[config.mk]
export PLATFORM = sky130hd
export DESIGN_NAME = arm_dmem_io
export DESIGN_NICKNAME = d
export VERILOG_FILES = /design/src/rtl/arm_dmem_io.sv
export SDC_FILE = /design/constraint.sdc
export NUM_CORES = 2
export LEC_CHECK = 0
export BUFFER_PORTS_ARGS = -buffer_cell sky130_fd_sc_hd__buf_2
export CELL_PAD_IN_SITES_DETAIL_PLACEMENT = 0
export CELL_PAD_IN_SITES_GLOBAL_PLACEMENT = 1
export CORE_MARGIN = 2
export CORE_UTILIZATION = 35
export DETAILED_ROUTE_END_ITERATION = 7
export PLACE_DENSITY_LB_ADDON = 0.2
export SETUP_SLACK_MARGIN = 0.05
export SLEW_MARGIN = 10
export SYNTH_ARGS = -nofsm -noshare
export SYNTH_HDL_FRONTEND = slang
export SYNTH_SLANG_ARGS = --single-unit
[constraint.sdc]
create_clock -name clk -period 6.99 [get_ports clk]
set_clock_uncertainty 0.15 [all_clocks]
set_input_delay 0.699 -clock clk [delete_from_list [all_inputs] [get_ports clk]]
set_output_delay 0.699 -clock clk [all_outputs]
set_load 0.005 [all_outputs]
[src/rtl/arm_dmem_io.sv]
// Data-memory responder for the ARM core: word RAM plus a memory-mapped
// I/O page (LED register, synchronized switches, compare timer with IRQ).
module arm_dmem_io #(
  parameter int unsigned RAM_WORDS = 64
) (
  input  logic        clk,
  input  logic        reset,
  input  logic        MemWrite,
  input  logic [31:0] ALUResult,
  input  logic [31:0] WriteData,
  output logic [31:0] ReadData,
  input  logic [7:0]  sw,
  output logic [7:0]  led,
  output logic        irq
);

  localparam int unsigned AW = $clog2(RAM_WORDS);

  typedef enum logic [2:0] {
    SEL_NONE,
    SEL_RAM,
    SEL_LED,
    SEL_SW,
    SEL_TCOUNT,
    SEL_TCMP,
    SEL_TCTRL,
    SEL_TSTAT
  } sel_t;

  sel_t        sel;
  logic [31:0] mem [RAM_WORDS];
  logic [7:0]  sw_s1;
  logic [7:0]  sw_s2;
  logic [31:0] tcount;
  logic [31:0] tcmp;
  logic [2:0]  tctrl;   // [0] EN, [1] AUTORELOAD, [2] IRQEN
  logic        match;
  logic        hit;
  logic [31:0] tcount_nx;
  logic        match_nx;
  logic        wr;
  logic        unused_addr_bits;

  assign unused_addr_bits = ^ALUResult[1:0];
  assign wr = MemWrite;

  // Address decode: RAM window at the bottom, I/O page at 0xFFFF_FF00.
  always_comb begin
    sel = SEL_NONE;
    if (ALUResult[31:AW+2] == '0) begin
      sel = SEL_RAM;
    end else if (ALUResult[31:8] == 24'hFF_FFFF) begin
      case (ALUResult[7:2])
        6'd0:    sel = SEL_LED;
        6'd1:    sel = SEL_SW;
        6'd2:    sel = SEL_TCOUNT;
        6'd3:    sel = SEL_TCMP;
        6'd4:    sel = SEL_TCTRL;
        6'd5:    sel = SEL_TSTAT;
        default: sel = SEL_NONE;
      endcase
    end
  end

  // Asynchronous load path.
  always_comb begin
    ReadData = '0;
    case (sel)
      SEL_RAM:    ReadData = mem[ALUResult[AW+1:2]];
      SEL_LED:    ReadData = {24'h0, led};
      SEL_SW:     ReadData = {24'h0, sw_s2};
      SEL_TCOUNT: ReadData = tcount;
      SEL_TCMP:   ReadData = tcmp;
      SEL_TCTRL:  ReadData = {29'h0, tctrl};
      SEL_TSTAT:  ReadData = {31'h0, match};
      default:    ReadData = '0;
    endcase
  end

  // Timer next state; match uses pre-write values, CPU write to TCOUNT wins
  // over increment/reload, and a match set wins over a W1C clear.
  always_comb begin
    hit       = tctrl[0] && (tcount == tcmp);
    tcount_nx = tcount;
    if (tctrl[0]) begin
      tcount_nx = (hit && tctrl[1]) ? '0 : tcount + 32'd1;
    end
    if (wr && (sel == SEL_TCOUNT)) begin
      tcount_nx = WriteData;
    end
    match_nx = match;
    if (wr && (sel == SEL_TSTAT) && WriteData[0]) begin
      match_nx = 1'b0;
    end
    if (hit) begin
      match_nx = 1'b1;
    end
  end

  // RAM store port; contents deliberately not reset.
  always_ff @(posedge clk) begin
    if (wr && (sel == SEL_RAM)) begin
      mem[ALUResult[AW+1:2]] <= WriteData;
    end
  end

  // I/O registers, switch synchronizer and registered interrupt.
  always_ff @(posedge clk or negedge reset) begin
    if (!reset) begin
      led    <= '0;
      sw_s1  <= '0;
      sw_s2  <= '0;
      tcount <= '0;
      tcmp   <= '1;
      tctrl  <= '0;
      match  <= 1'b0;
      irq    <= 1'b0;
    end else begin
      sw_s1  <= sw;
      sw_s2  <= sw_s1;
      tcount <= tcount_nx;
      match  <= match_nx;
      irq    <= match & tctrl[2];
      if (wr && (sel == SEL_LED))   led   <= WriteData[7:0];
      if (wr && (sel == SEL_TCMP))  tcmp  <= WriteData;
      if (wr && (sel == SEL_TCTRL)) tctrl <= WriteData[2:0];
    end
  end

endmodule

==> results.yml <==
logic_synthesis:
  async_flop_share_pct: 4.34
  synth_top_area_cell: "edfxtp_1"
  seq_area_frac_synth_pct: 78.4
  synth_edf_count: 2048
  synth_cell_types: 83
  syn_nets: 4755
  synth_top_area_share_pct: 75.5
  ys_warn_count: 0
  synth_area_leaders: "edfxtp_1, o22ai_1, mux2_2"
  ys_ff_latch: 2141
  synthFlopType: "edfxtp_1"
  synth_area_um2: 81400
  synthCells: 4679
  syn_area_per_cell_um2: 17.4
worst_setup_path:
  cp-end-kind: "primary output"
  rr_endpoint: "tcount[8]"
  r2r_setup_slack_ps: 4190
  arrival_ps: 5290
  startpoint_type: "primary input"
  cp.required_ps: 6140
  r2r-start: "tcmp[9]"
  path_class: "primary input to primary output"
  r2r_cells: 7
  crit_fanout: 78
clock_tree:
  clkLatencyLatePin_ps: 900
  path_clk_slew_ps: 60
  cts_inserted_buffers: 222
  post-cts-setup-buffers: 0
  clkSinkCount: 2141
  cts_tree: "done"
  h-tree-depth: 4
  max-clock-path-buffers: 3
  cts-root-buf: "clkbuf_16"
timing:
  finalCritPeriodShare_pct: 87.8
  tns_ps: 0
  worstMarginPinSlew_ps: 1320
  max_freq_mhz: 163
  setup_viol_count_final: 0
  grt_setup_unrepaired: "no"
  fin_crit_ps: 6140
  finalHoldViolCount: 0
  slew_violations: 0
  relSlewSlack_pct: 11.5
route:
  dr_total_vias: 51100
  firstDrtPassIters: 8
  ant_nets: 0
  wl_per_cell_um: 38.6
  wirelength_um: 320000
  drt_iter0_drc: 6948
  drc: 0
  avgViaCountPerCell: 6.17
final_layout:
  final_common_cell: "edfxtp_1"
  syn2layout_area_growth_pct: 16.6
  fin_nets: 5127
  most-common-layout-cells: "edfxtp_1, o22ai_1, buf_4, clkbuf_16, mux2_2"
  stdcell_count: 8293
  drive_above_1_share_pct: 21.8
  utilization_pct: 41.0
placed_design:
  place.gp.congestion: 0.843
  placed_cells: 7861
  dpl.hpwl_um: 189000
  portBuffers: 113
power_and_ir_drop:
  power.leakage_nw: 30.2
  p_seq_share_pct: 52.1
  max-vdd-ir-drop_mv: 0.285
  internal_power_mw: 20.8
  power.switching_mw: 6.14
  clockPowerShare_pct: 42.9
  comb_power_share_pct: 5.0
  p_per_area_nw_per_um2: 284
  swShare_pct: 22.8
outcome:
  status: "finished, final reports clean"
floorplan:
  die_w_um: 486
  rows: 177
  io_pins: 116
  die_h_um: 486
  core_um2: 232000
  start_util_pct: 35.1
  die-area_um2: 237000
grt:
  grt_max_degree: 93
  grt_pass1_wl_um: 428000
  antenna_found_initial: 28
  grt_usage_pct: 26.5
  overflow: 0
  grt_pass1_vias: 47800
hold_path:
  whs_path_depth: 3
  worstHoldStart: "MemWrite"
  hp-class: "primary input to register"
  whs_endpoint: "match"
run:
  cap_violations: 0
[synthesized netlist by cell type, types with 12 or more instances]
master        n
o22ai_1     593
inv_1        17
nand4_1      29
a22oi_1      37
and2_1       14
a211oi_1     34
o41ai_1      26
o31ai_1      47
buf_2       150
mux2i_1      60
nor4_1       65
nand2_1      83
dfstp_2      32
or4_1        21
mux4_2       50
a21oi_1     103
nand2b_1     14
nor2b_1      16
nor3_1      105
o21ai_0      97
buf_1        31
and3_1       12
o21a_1       17
o221ai_1    124
xnor2_1      12
buf_4        32
a221oi_1     13
clkbuf_1    113
dfrtp_1      61
o2111ai_1    22
a211o_1      12
xor2_1       16
a2bb2oi_1    22
edfxtp_1   2048
o22a_1       43
nand3_1      25
nor2_1      147
mux2_2      188
a22o_1       14
a31oi_1      14
[metal layers]
metal | wire length (µm) | up-vias | track usage (%)
met5 | 41 | - | 0
met4 | 9800 | 8 | 8.14
met3 | 28500 | 402 | 4.55
met2 | 146000 | 2737 | 41.0
met1 | 135000 | 27700 | 38.1
li1 | - | 20300 | -
[worst max path at each step]
stage	from	end	slack (ps)	cells past startpoint
finish	ALUResult[4]	ReadData[30]	850	10
global route	ALUResult[4]	ReadData[30]	1080	10
CTS	ALUResult[4]	ReadData[30]	860	10
detailed placement	ALUResult[4]	ReadData[30]	870	10
global placement	ALUResult[4]	ReadData[30]	930	10
floorplan	ALUResult[3]	mem[10][0]	2100	7
[layout make-up]
type | count | area [µm²]
Fill cell | 20800 | 137000
Sequential cell | 2141 | 63900
Multi-Input combinational cell | 2193 | 16400
Clock buffer | 285 | 5850
Tap cell | 3043 | 3810
Timing Repair Buffer | 475 | 3770
Clock inverter | 130 | 1150
Inverter | 18 | 71.3
Antenna cell | 8 | 20.0
[per-stage QoR]
stage / hold slack, ps / total power, mW / setup slack [ps] / instance area (µm²)
after CTS: 89.9 / 27.1 / 859 / 94900
after floorplan: 181 / 14.8 / 2100 / 81400
after detailed placement: 186 / 15.7 / 867 / 87800
final: 131 / 27.0 / 854 / 95000
after global placement: 184 / 15.7 / 929 / 87800
after global routing: 140 / 27.6 / 1080 / 94900
[power by group through the flow]
| stage | Clock (mW) | Sequential [mW] | Combinational (mW) |
|---|---|---|---|
| 6_report | 11.6 | 14.1 | 1.35 |
| 5_1_grt | 12.2 | 14.0 | 1.39 |
| 4_1_cts | 11.7 | 14.1 | 1.34 |
| 3_5_place_dp | 0 | 14.3 | 1.34 |
| 3_3_place_gp | 0 | 14.3 | 1.33 |
| 2_1_floorplan | 0 | 14.3 | 0.514 |
[sequential cells by signal, indices dropped and copies added (netlist names)]
register / flops
tcmp: 32
sw_s2: 8
mem: 2048
led: 8
tcount: 32
match: 1
tctrl: 3
sw_s1: 8
irq: 1
[timing repair]
item                      CTS  global route
hold endpoints to repair   38             0
gates resized for setup     0             0
hold buffers                9             0
[cells by family after synthesis]
family	synth area share [%]
buffers and inverters	1.97
AO/OA/AOI/OAI	10.7
XOR/XNOR	0.301
AND/OR/NAND/NOR	3.86
flip-flops	78.4
multiplexers	4.72
adder cells (fa/ha/maj)	0.0154
[critical path, stage by stage]
cell and delay (ps):
buf_8 510, nand3b_4 770, buf_4 250, o22ai_1 80, nor4_1 1100, o21ai_0 410
buf_4 250, a211o_1 360, o21ai_0 500, buf_2 220
Power figures use the tool's default switching activity.
